### config.mk
export PLATFORM = sky130hd
export DESIGN_NAME = mem_port_arbiter
export DESIGN_NICKNAME = d
export VERILOG_FILES = /design/src/rtl/mem_port_arbiter_pkg.sv /design/src/rtl/arb_starve_counter.sv /design/src/rtl/mem_port_arbiter.sv
export SDC_FILE = /design/constraint.sdc
export NUM_CORES = 1
export LEC_CHECK = 0
export CAP_MARGIN = 30
export CORE_AREA = 3 3 212 214
export CTS_BUF_LIST = sky130_fd_sc_hd__clkbuf_4
export DETAILED_ROUTE_END_ITERATION = 16
export DIE_AREA = 0 0 215 217
export GPL_TIMING_DRIVEN = 0
export SKIP_LAST_GASP = 1
export SLEW_MARGIN = 5
export SYNTH_ARGS = -nofsm -noshare
export SYNTH_HDL_FRONTEND = slang
export SYNTH_SLANG_ARGS = --single-unit
### constraint.sdc
create_clock -name clk -period 6.4 [get_ports clk]
set_input_delay 1.6 -clock clk [delete_from_list [all_inputs] [get_ports clk]]
set_output_delay 1.6 -clock clk [all_outputs]
set_load 0.03 [all_outputs]
### src/rtl/mem_port_arbiter_pkg.sv
`default_nettype none
// +------------------------------------------------------------------------+
// | Package     : mem_port_arbiter_pkg                                     |
// | Description : Shared types for the ibus/dbus memory-port arbiter:      |
// |               FSM states, grant encoding, access size code and the     |
// |               registered downstream request record.                    |
// | Revision    : 1.0  initial release                                     |
// +------------------------------------------------------------------------+
package mem_port_arbiter_pkg;

  localparam int c_ADDR_W = 64;
  localparam int c_DATA_W = 64;
  localparam int c_STRB_W = c_DATA_W / 8;

  // Access size code: log2 of the access size in bytes.
  typedef logic [2:0] msize_t;
  localparam msize_t c_MSIZE_8B = 3'b011;

  typedef enum logic [1:0] {
    IDLE  = 2'd0,
    ISSUE = 2'd1,
    WAIT  = 2'd2
  } arb_state_e;

  typedef enum logic [1:0] {
    GNT_NONE = 2'd0,
    GNT_I    = 2'd1,
    GNT_D    = 2'd2
  } arb_grant_e;

  typedef struct packed {
    logic [c_ADDR_W-1:0] addr;
    msize_t              size;
    logic [c_STRB_W-1:0] strobe;
    logic [c_DATA_W-1:0] wdata;
  } mem_req_t;

endpackage
`default_nettype wire

### src/rtl/arb_starve_counter.sv
`default_nettype none
// +------------------------------------------------------------------------+
// | Module      : arb_starve_counter                                       |
// | Description : Saturating counter of consecutive dbus grants taken      |
// |               while ibus was waiting. Clear has priority over         |
// |               increment; o_sat flags that the limit is reached.        |
// | Revision    : 1.0  initial release                                     |
// | Ports       : clk, reset (async, active-high)                          |
// |               i_inc  - count one dbus grant over a waiting ibus        |
// |               i_clr  - return count to zero                            |
// |               o_sat  - count equals STARVE_MAX                         |
// +------------------------------------------------------------------------+
module arb_starve_counter #(
  parameter  int STARVE_MAX = 4,
  localparam int CNT_W      = $clog2(STARVE_MAX + 1)
) (
  input  logic clk,
  input  logic reset,
  input  logic i_inc,
  input  logic i_clr,
  output logic o_sat
);

  localparam logic [CNT_W-1:0] c_MAX = CNT_W'(STARVE_MAX);
  localparam logic [CNT_W-1:0] c_ONE = CNT_W'(1);

  logic [CNT_W-1:0] r_count;

  always_ff @(posedge clk or posedge reset) begin
    if (reset) begin
      r_count <= '0;
    end else if (i_clr) begin
      r_count <= '0;
    end else if (i_inc && !o_sat) begin
      r_count <= r_count + c_ONE;
    end
  end

  assign o_sat = (r_count == c_MAX);

endmodule
`default_nettype wire

### src/rtl/mem_port_arbiter.sv
`default_nettype none
// +------------------------------------------------------------------------+
// | Module      : mem_port_arbiter                                         |
// | Description : Shares one single-outstanding memory port between the    |
// |               instruction bus (ibus) and data bus (dbus). dbus has     |
// |               priority; a starvation counter forces an ibus grant      |
// |               after STARVE_MAX consecutive dbus wins.                  |
// | Revision    : 1.0  initial release                                     |
// | Ports       : clk, reset (async, active-high)                          |
// |               ibus : i_valid, i_addr -> i_addr_ok, i_data_ok, i_data   |
// |               dbus : d_valid, d_addr, d_size, d_strobe, d_wdata        |
// |                      -> d_addr_ok, d_data_ok, d_data                   |
// |               mem  : m_valid, m_addr, m_size, m_strobe, m_wdata,       |
// |                      m_ready, m_rvalid, m_rdata                        |
// |               busy : transaction in progress                           |
// +------------------------------------------------------------------------+
module mem_port_arbiter
  import mem_port_arbiter_pkg::*;
#(
  parameter  int ADDR_W     = c_ADDR_W,
  parameter  int DATA_W     = c_DATA_W,
  parameter  int STARVE_MAX = 4,
  localparam int STRB_W     = DATA_W / 8
) (
  input  logic              clk,
  input  logic              reset,
  // instruction bus
  input  logic              i_valid,
  input  logic [ADDR_W-1:0] i_addr,
  output logic              i_addr_ok,
  output logic              i_data_ok,
  output logic [DATA_W-1:0] i_data,
  // data bus
  input  logic              d_valid,
  input  logic [ADDR_W-1:0] d_addr,
  input  logic [2:0]        d_size,
  input  logic [STRB_W-1:0] d_strobe,
  input  logic [DATA_W-1:0] d_wdata,
  output logic              d_addr_ok,
  output logic              d_data_ok,
  output logic [DATA_W-1:0] d_data,
  // memory port
  output logic              m_valid,
  input  logic              m_ready,
  output logic [ADDR_W-1:0] m_addr,
  output logic [2:0]        m_size,
  output logic [STRB_W-1:0] m_strobe,
  output logic [DATA_W-1:0] m_wdata,
  input  logic              m_rvalid,
  input  logic [DATA_W-1:0] m_rdata,
  output logic              busy
);

  arb_state_e r_state;
  arb_state_e w_state_nxt;
  arb_grant_e r_grant;
  mem_req_t   r_req;

  logic w_arb_en;
  logic w_pick_i;
  logic w_starve_sat;
  logic w_starve_inc;
  logic w_starve_clr;

  // ibus wins when dbus is absent or dbus has already won STARVE_MAX times
  // in a row over a waiting ibus.
  assign w_pick_i     = i_valid && (!d_valid || w_starve_sat);
  assign w_starve_inc = w_arb_en && i_valid && !w_pick_i;
  assign w_starve_clr = w_arb_en && (!i_valid || w_pick_i);

  arb_starve_counter #(
    .STARVE_MAX (STARVE_MAX)
  ) u_starve (
    .clk   (clk),
    .reset (reset),
    .i_inc (w_starve_inc),
    .i_clr (w_starve_clr),
    .o_sat (w_starve_sat)
  );

  always_ff @(posedge clk or posedge reset) begin
    if (reset) begin
      r_state <= IDLE;
    end else begin
      r_state <= w_state_nxt;
    end
  end

  always_comb begin
    w_state_nxt = r_state;
    w_arb_en    = 1'b0;
    m_valid     = 1'b0;
    i_addr_ok   = 1'b0;
    d_addr_ok   = 1'b0;
    i_data_ok   = 1'b0;
    d_data_ok   = 1'b0;
    case (r_state)
      IDLE: begin
        if (i_valid || d_valid) begin
          w_arb_en    = 1'b1;
          w_state_nxt = ISSUE;
        end
      end
      ISSUE: begin
        m_valid = 1'b1;
        if (m_ready) begin
          i_addr_ok   = (r_grant == GNT_I);
          d_addr_ok   = (r_grant == GNT_D);
          w_state_nxt = WAIT;
        end
      end
      WAIT: begin
        if (m_rvalid) begin
          i_data_ok   = (r_grant == GNT_I);
          d_data_ok   = (r_grant == GNT_D);
          w_state_nxt = IDLE;
        end
      end
      default: w_state_nxt = IDLE;
    endcase
  end

  // Request fields are latched at arbitration so the requester may drop
  // valid afterwards without disturbing the downstream transaction.
  always_ff @(posedge clk or posedge reset) begin
    if (reset) begin
      r_req   <= '0;
      r_grant <= GNT_NONE;
    end else if (w_arb_en) begin
      if (w_pick_i) begin
        r_req.addr   <= i_addr;
        r_req.size   <= c_MSIZE_8B;
        r_req.strobe <= '0;
        r_req.wdata  <= '0;
        r_grant      <= GNT_I;
      end else begin
        r_req.addr   <= d_addr;
        r_req.size   <= d_size;
        r_req.strobe <= d_strobe;
        r_req.wdata  <= d_wdata;
        r_grant      <= GNT_D;
      end
    end else if (r_state == WAIT && m_rvalid) begin
      r_grant <= GNT_NONE;
    end
  end

  assign m_addr   = r_req.addr;
  assign m_size   = r_req.size;
  assign m_strobe = r_req.strobe;
  assign m_wdata  = r_req.wdata;

  assign i_data = i_data_ok ? m_rdata : '0;
  assign d_data = d_data_ok ? m_rdata : '0;
  assign busy   = (r_state != IDLE);

endmodule
`default_nettype wire

==> impl_metrics.env, run 1 <==
export IMPL_status="complete, no violations"
export IMPL_h_tree_depth=4
export IMPL_grt_busiest_layer="met2"
export IMPL_postRouteAntennaNets=0
export IMPL_syn_nets=850
export IMPL_p_per_area_nw_per_um2=404
export IMPL_fin_tns_setup_ps=0
export IMPL_dp_hpwl_um=27400
export IMPL_setup_violations_final=0
export IMPL_seqPwrFrac_pct=29.3
export IMPL_clock_sinks=146
export IMPL_dp_slack_ps=762
export IMPL_final_cell_mix="clkdlybuf4s50_1, dfrtp_1, and2_1"
export IMPL_core_area_um2=43100
export IMPL_tightest_slew_ps=872
export IMPL_worstSetupEndpoint="i_data[47]"
export IMPL_critical_path_class="input pin to output port"
export IMPL_drt_total_wl_um=34500
export IMPL_grt_ovfl_total=0
export IMPL_routedWlPerCell_um=19.8
export IMPL_fin_crit_ps=5620
export IMPL_synth_distinct_cells=32
export IMPL_clockBufferDepth=2
export IMPL_fp_dieH_um=217
export IMPL_cts_tree="built"
export IMPL_synth_cell_area_um2=6790
export IMPL_leakage_nw=5.32
export IMPL_cp_end_kind="output port"
export IMPL_reg2reg_to="m_addr[5]"
export IMPL_synth_top_area_share_pct=53.8
export IMPL_cp_max_fo=10
export IMPL_viasPerCell=4.06
export IMPL_yosysSeqAreaShare_pct=53.8
export IMPL_antenna_found_initial=1
export IMPL_setup_ws_ps=785
export IMPL_r2r_start="u_starve.r_count[0]"
export IMPL_drt_first_pass_iters=5
export IMPL_rsz0062_at_grt="false"
export IMPL_first_iter_violations=427
export IMPL_layout_commonest_cell="clkdlybuf4s50_1"
export IMPL_post_cts_buffers=0
export IMPL_p_int_w=0.00294
export IMPL_peakVddDrop_v=0.000208
export IMPL_gp_congestion=0.843
export IMPL_synth_top_cell_by_area="dfrtp_1"
export IMPL_initial_core_util_pct=15.8
export IMPL_ctsResizeCount=0
export IMPL_port_buffers=545
export IMPL_clk_latency_ps=640
export IMPL_arrival_ps=4020
export IMPL_syn_inst=575
export IMPL_slew_headroom_pct=41.9
export IMPL_syn_area_per_cell_um2=11.8
export IMPL_synth_warnings=0
export IMPL_finalCritPeriodShare_pct=87.7
export IMPL_use_met1_pct=18.0
export IMPL_clk_pin_slew_ps=130
export IMPL_ff2ff_setup_slack_ps=4410
export IMPL_nets=1415
export IMPL_die_w_um=215
export IMPL_dieArea_um2=46700
export IMPL_hp_class="flop to flop"
export IMPL_hold_violations=0
export IMPL_fin_cells=1739
export IMPL_crit_path_start="m_rvalid"
export IMPL_route_detailed_drc=0
export IMPL_cts_hold_buf=0
export IMPL_p_comb_share_pct=59.7
export IMPL_grt_total_usage_pct=14.3
export IMPL_skew_ps=29.2
export IMPL_p_sw_w=0.00242
export IMPL_reg2reg_depth=6
export IMPL_met2_usage_pct=23.3
export IMPL_utilization_pct=30.8
export IMPL_required_ps=4800
export IMPL_area_growth_pct=95.6
export IMPL_p_clk_share_pct=11.0
export IMPL_cp_start_kind="input pin"
export IMPL_dp_cells=1706
export IMPL_first_global_vias=7549
export IMPL_cts_buffers=17
export IMPL_ys_top_cells_by_area="dfrtp_1, and2_1, a221o_1"
export IMPL_use_met3_pct=4.94
export IMPL_root_buffer="clkbuf_4"
export IMPL_pin_count=546
export IMPL_dr_total_vias=7059
export IMPL_finalPower_w=0.00536
export IMPL_grt_pass1_wl_um=50100
export IMPL_rows=76
export IMPL_grt_max_degree=75
export IMPL_slew_viol_final=0
export IMPL_max_freq_mhz=178
export IMPL_drive_above_1_share_pct=6.42
export IMPL_swShare_pct=45.1
export IMPL_synth_seq_cells=146
export IMPL_cap_violations=0
power by group through the flow:
stage	clock network [W]	logic [W]	registers, W
4_1_cts	0.000628	0.00325	0.00157
6_report	0.000592	0.00320	0.00157
2_1_floorplan	0	0.00101	0.00232
5_1_grt	0.000660	0.00340	0.00162
3_3_place_gp	0	0.00321	0.00158
3_5_place_dp	0	0.00324	0.00158
worst max-delay path, stage by stage:
cell	delay (ps)
clkdlybuf4s50_1	490
nand3b_1	200
nor2_1	180
clkbuf_2	230
clkbuf_1	380
and2_1	230
clkdlybuf4s50_1	700
synthesized netlist by cell type, drive strengths merged:
library cell,n
o21ai,2
nand3b,1
nand3,2
o22a,2
or2,1
and3,1
nor3,1
a22o,73
ha,2
o2bb2ai,1
o22ai,2
a21boi,64
clkbuf,22
inv,6
a211oi,1
dfrtp,146
a31o,2
nor2,5
nand2b,4
a21oi,1
and2,129
a221o,64
buf,36
nand2,6
nor3b,1
worst min-delay path by stage:
stage | cells after the start | slack, ps | from | to
3_5_place_dp | 1 | 490 | m_wdata[38] | m_wdata[38]
4_1_cts | 1 | 520 | m_wdata[41] | m_wdata[41]
5_1_grt | 1 | 530 | m_size[2] | m_size[2]
3_3_place_gp | 1 | 490 | m_wdata[62] | m_wdata[62]
6_report | 1 | 520 | m_wdata[8] | m_wdata[8]
2_1_floorplan | 1 | 500 | r_grant[0] | r_grant[0]
kinds of logic (layout without fill, tap and decap cells):
group                    after synthesis  after routing  share of synthesized area (%)
AO/OA/AOI/OAI                        212            212                           27.2
buffers and inverters                 64            642                           4.99
other                                  0              1                              0
AND/OR/NAND/NOR                      151            151                           13.7
adder cells (fa/ha/maj)                2              2                          0.368
flip-flops                           146            146                           53.8
flip-flops by register name, indices dropped and copies added, names as in the netlist:
name	cells
m_wdata	64
m_strobe	8
u_starve.r_count	3
r_state	2
m_addr	64
m_size	3
r_grant	2
final cells by class:
| type | instances | area, um2 |
|---|---|---|
| flip-flops and latches | 146 | 3650 |
| clock inverters | 14 | 129 |
| plain buffers | 58 | 317 |
| fillers | 4464 | 29800 |
| well taps | 585 | 732 |
| diodes | 1 | 2.50 |
| multi-input cells | 365 | 2800 |
| repair buffers | 546 | 5480 |
| clock buffers | 18 | 135 |
| inverters | 6 | 30.0 |
layer usage:
layer,routed length (um),up-vias
met5,0,-
met1,14900,3432
met4,633,0
li1,-,3266
met3,2600,40
met2,16400,321
through the flow:
| step | hold slack [ps] | instance area (um2) |
|---|---|---|
| 6_report | 517 | 13300 |
| 5_1_grt | 533 | 13300 |
| 4_1_cts | 524 | 13300 |
| 3_5_place_dp | 490 | 13000 |
| 3_3_place_gp | 487 | 13000 |
| 2_1_floorplan | 497 | 6790 |
Power figures use the tool's default switching activity.
==> inputs of run 2 (changes only) <==
- CTS_CLUSTER_SIZE: not set -> 14
==> results of run 2 <==
Same layout as run 1: the final DEF is identical, and so are final timing and power.
==> inputs of run 3 (changes only) <==
- CELL_PAD_IN_SITES_DETAIL_PLACEMENT: not set -> 1
- CELL_PAD_IN_SITES_GLOBAL_PLACEMENT: not set -> 2
- CORE_AREA: 3 3 212 214 -> not set
- CORE_ASPECT_RATIO: not set -> 0.5
- CORE_MARGIN: not set -> 3
- CORE_UTILIZATION: not set -> 18
- DIE_AREA: 0 0 215 217 -> not set
- PLACE_DENSITY_LB_ADDON: not set -> 0.2
==> impl_metrics.env, run 3 (synthesis results as in run 1) <==
export IMPL_cts_buffers=17
export IMPL_required_ps=4800
export IMPL_tightest_slew_ps=545
export IMPL_ff2ff_setup_slack_ps=4540
export IMPL_dp_slack_ps=607
export IMPL_h_tree_depth=4
export IMPL_ctsResizeCount=0
export IMPL_leakage_nw=5.34
export IMPL_critPathSlowestCell="clkdlybuf4s50_1"
export IMPL_slew_headroom_pct=63.7
export IMPL_grt_total_usage_pct=17.8
export IMPL_rows=49
export IMPL_setup_violations_final=0
export IMPL_crit_buf_inv=4
export IMPL_p_sw_w=0.00241
export IMPL_setup_ws_ps=675
export IMPL_clock_sinks=146
export IMPL_rsz0062_at_grt="false"
export IMPL_arrival_ps=4130
export IMPL_route_detailed_drc=0
export IMPL_cp_common_cell="clkdlybuf4s50_1"
export IMPL_first_iter_violations=274
export IMPL_cp_end_kind="output port"
export IMPL_core_area_um2=36500
export IMPL_post_cts_buffers=0
export IMPL_clk_pin_slew_ps=120
export IMPL_cts_hold_buf=0
export IMPL_grt_pass1_wl_um=53500
export IMPL_area_growth_pct=94.1
export IMPL_port_buffers=545
export IMPL_fin_crit_ps=5730
export IMPL_grt_ovfl_total=0
export IMPL_worstPathCellList="clkdlybuf4s50_1, nand3b_1, nor2_1, clkbuf_2, clkbuf_1, and2_1, clkdlybuf4s50_1"
export IMPL_placed_area_um2=12900
export IMPL_critical_path_class="input pin to output port"
export IMPL_routedWlPerCell_um=23.0
export IMPL_gp_congestion=0.787
export IMPL_skew_ps=19.0
export IMPL_hold_violations=0
export IMPL_cp_start_kind="input pin"
export IMPL_initial_core_util_pct=18.6
export IMPL_max_freq_mhz=175
export IMPL_dp_hpwl_um=30700
export IMPL_p_clk_share_pct=11.8
export IMPL_p_int_w=0.00302
export IMPL_final_cell_mix="clkdlybuf4s50_1, dfrtp_1, and2_1"
export IMPL_r2r_start="r_state[0]"
export IMPL_min_from="m_wdata[38]"
export IMPL_postRouteAntennaNets=0
export IMPL_cp_top_family="buffers and inverters"
export IMPL_viasPerCell=4.29
export IMPL_die_w_um=281
export IMPL_utilization_pct=36.1
export IMPL_peakVddDrop_v=0.000141
export IMPL_finalPower_w=0.00542
export IMPL_status="complete, no violations"
export IMPL_clockBufferDepth=2
export IMPL_p_per_area_nw_per_um2=411
export IMPL_nets=1415
export IMPL_whs_ps=517
export IMPL_drt_total_wl_um=37700
export IMPL_cts_tree="built"
export IMPL_finish_instance_area_um2=13200
export IMPL_grt_max_degree=80
export IMPL_layout_commonest_cell="clkdlybuf4s50_1"
export IMPL_slew_viol_final=0
export IMPL_cap_violations=0
export IMPL_clk_latency_ps=600
export IMPL_crit_path_start="m_rvalid"
export IMPL_finalCritPeriodShare_pct=89.5
export IMPL_root_buffer="clkbuf_4"
export IMPL_first_global_vias=7781
export IMPL_p_comb_share_pct=59.3
export IMPL_dieArea_um2=40200
export IMPL_drive_above_1_share_pct=6.34
export IMPL_seqPwrFrac_pct=29.0
export IMPL_antenna_found_initial=4
export IMPL_pin_count=546
export IMPL_dr_total_vias=7039
export IMPL_fillers=4051
export IMPL_slowest_delay_ps=710
export IMPL_fp_dieH_um=143
export IMPL_cp_max_fo=10
export IMPL_swShare_pct=44.4
export IMPL_drt_first_pass_iters=4
export IMPL_hp_class="flop to flop"
## run 3: cell count changes in the layout (fill, tap and decap cells not counted)
cell	before	now
clkinv_4	2	0
clkinvlp_4	5	3
clkbuf_4	18	19
diode_2	1	4
bufinv_16	1	3
clkinv_2	1	5
inv_6	4	0
## run 3: power by group through the flow
| stage | registers (W) | clock network (W) | logic (W) |
|---|---|---|---|
| detailed placement | 0.00158 | 0 | 0.00326 |
| global route | 0.00162 | 0.000707 | 0.00339 |
| floorplan | 0.00232 | 0 | 0.00101 |
| CTS | 0.00157 | 0.000664 | 0.00327 |
| finish | 0.00157 | 0.000638 | 0.00322 |
| global placement | 0.00157 | 0 | 0.00322 |
## run 3: layout make-up
cell class / instances / area, um2 / area share, %
antenna: 4 / 10.0 / 0.0759
buffer: 58 / 317 / 2.40
clock buffer: 19 / 143 / 1.08
clock inverter: 12 / 141 / 1.07
inverter: 6 / 30.0 / 0.228
multi-input combinational: 365 / 2800 / 21.2
sequential: 146 / 3650 / 27.7
tap: 484 / 606 / 4.59
timing repair buffer: 546 / 5480 / 41.6
## run 3: metrics by stage
stage,TNS (ps),cells
finish,0,1640
global route,0,1640
CTS,0,1636
detailed placement,0,1605
global placement,-235930,1604
floorplan,0,575
## run 3: layer usage
layer	wire (um)	up-vias	track usage (%)	part of all wire [%]
met5	0	-	0	0
met4	725	0	4.88	1.9
met3	1350	35	3.17	3.6
met2	21500	183	35.3	57
met1	14100	3566	19.7	38
li1	-	3255	-	-
## run 3: worst paths after layout
check,to,cells past startpoint
max,d_data[47],7
min reg2reg,m_wdata[38],1
min in group asynchronous,m_addr[16],2
max reg2reg,m_addr[21],5
min,m_wdata[38],1
max in group asynchronous,m_wdata[15],3
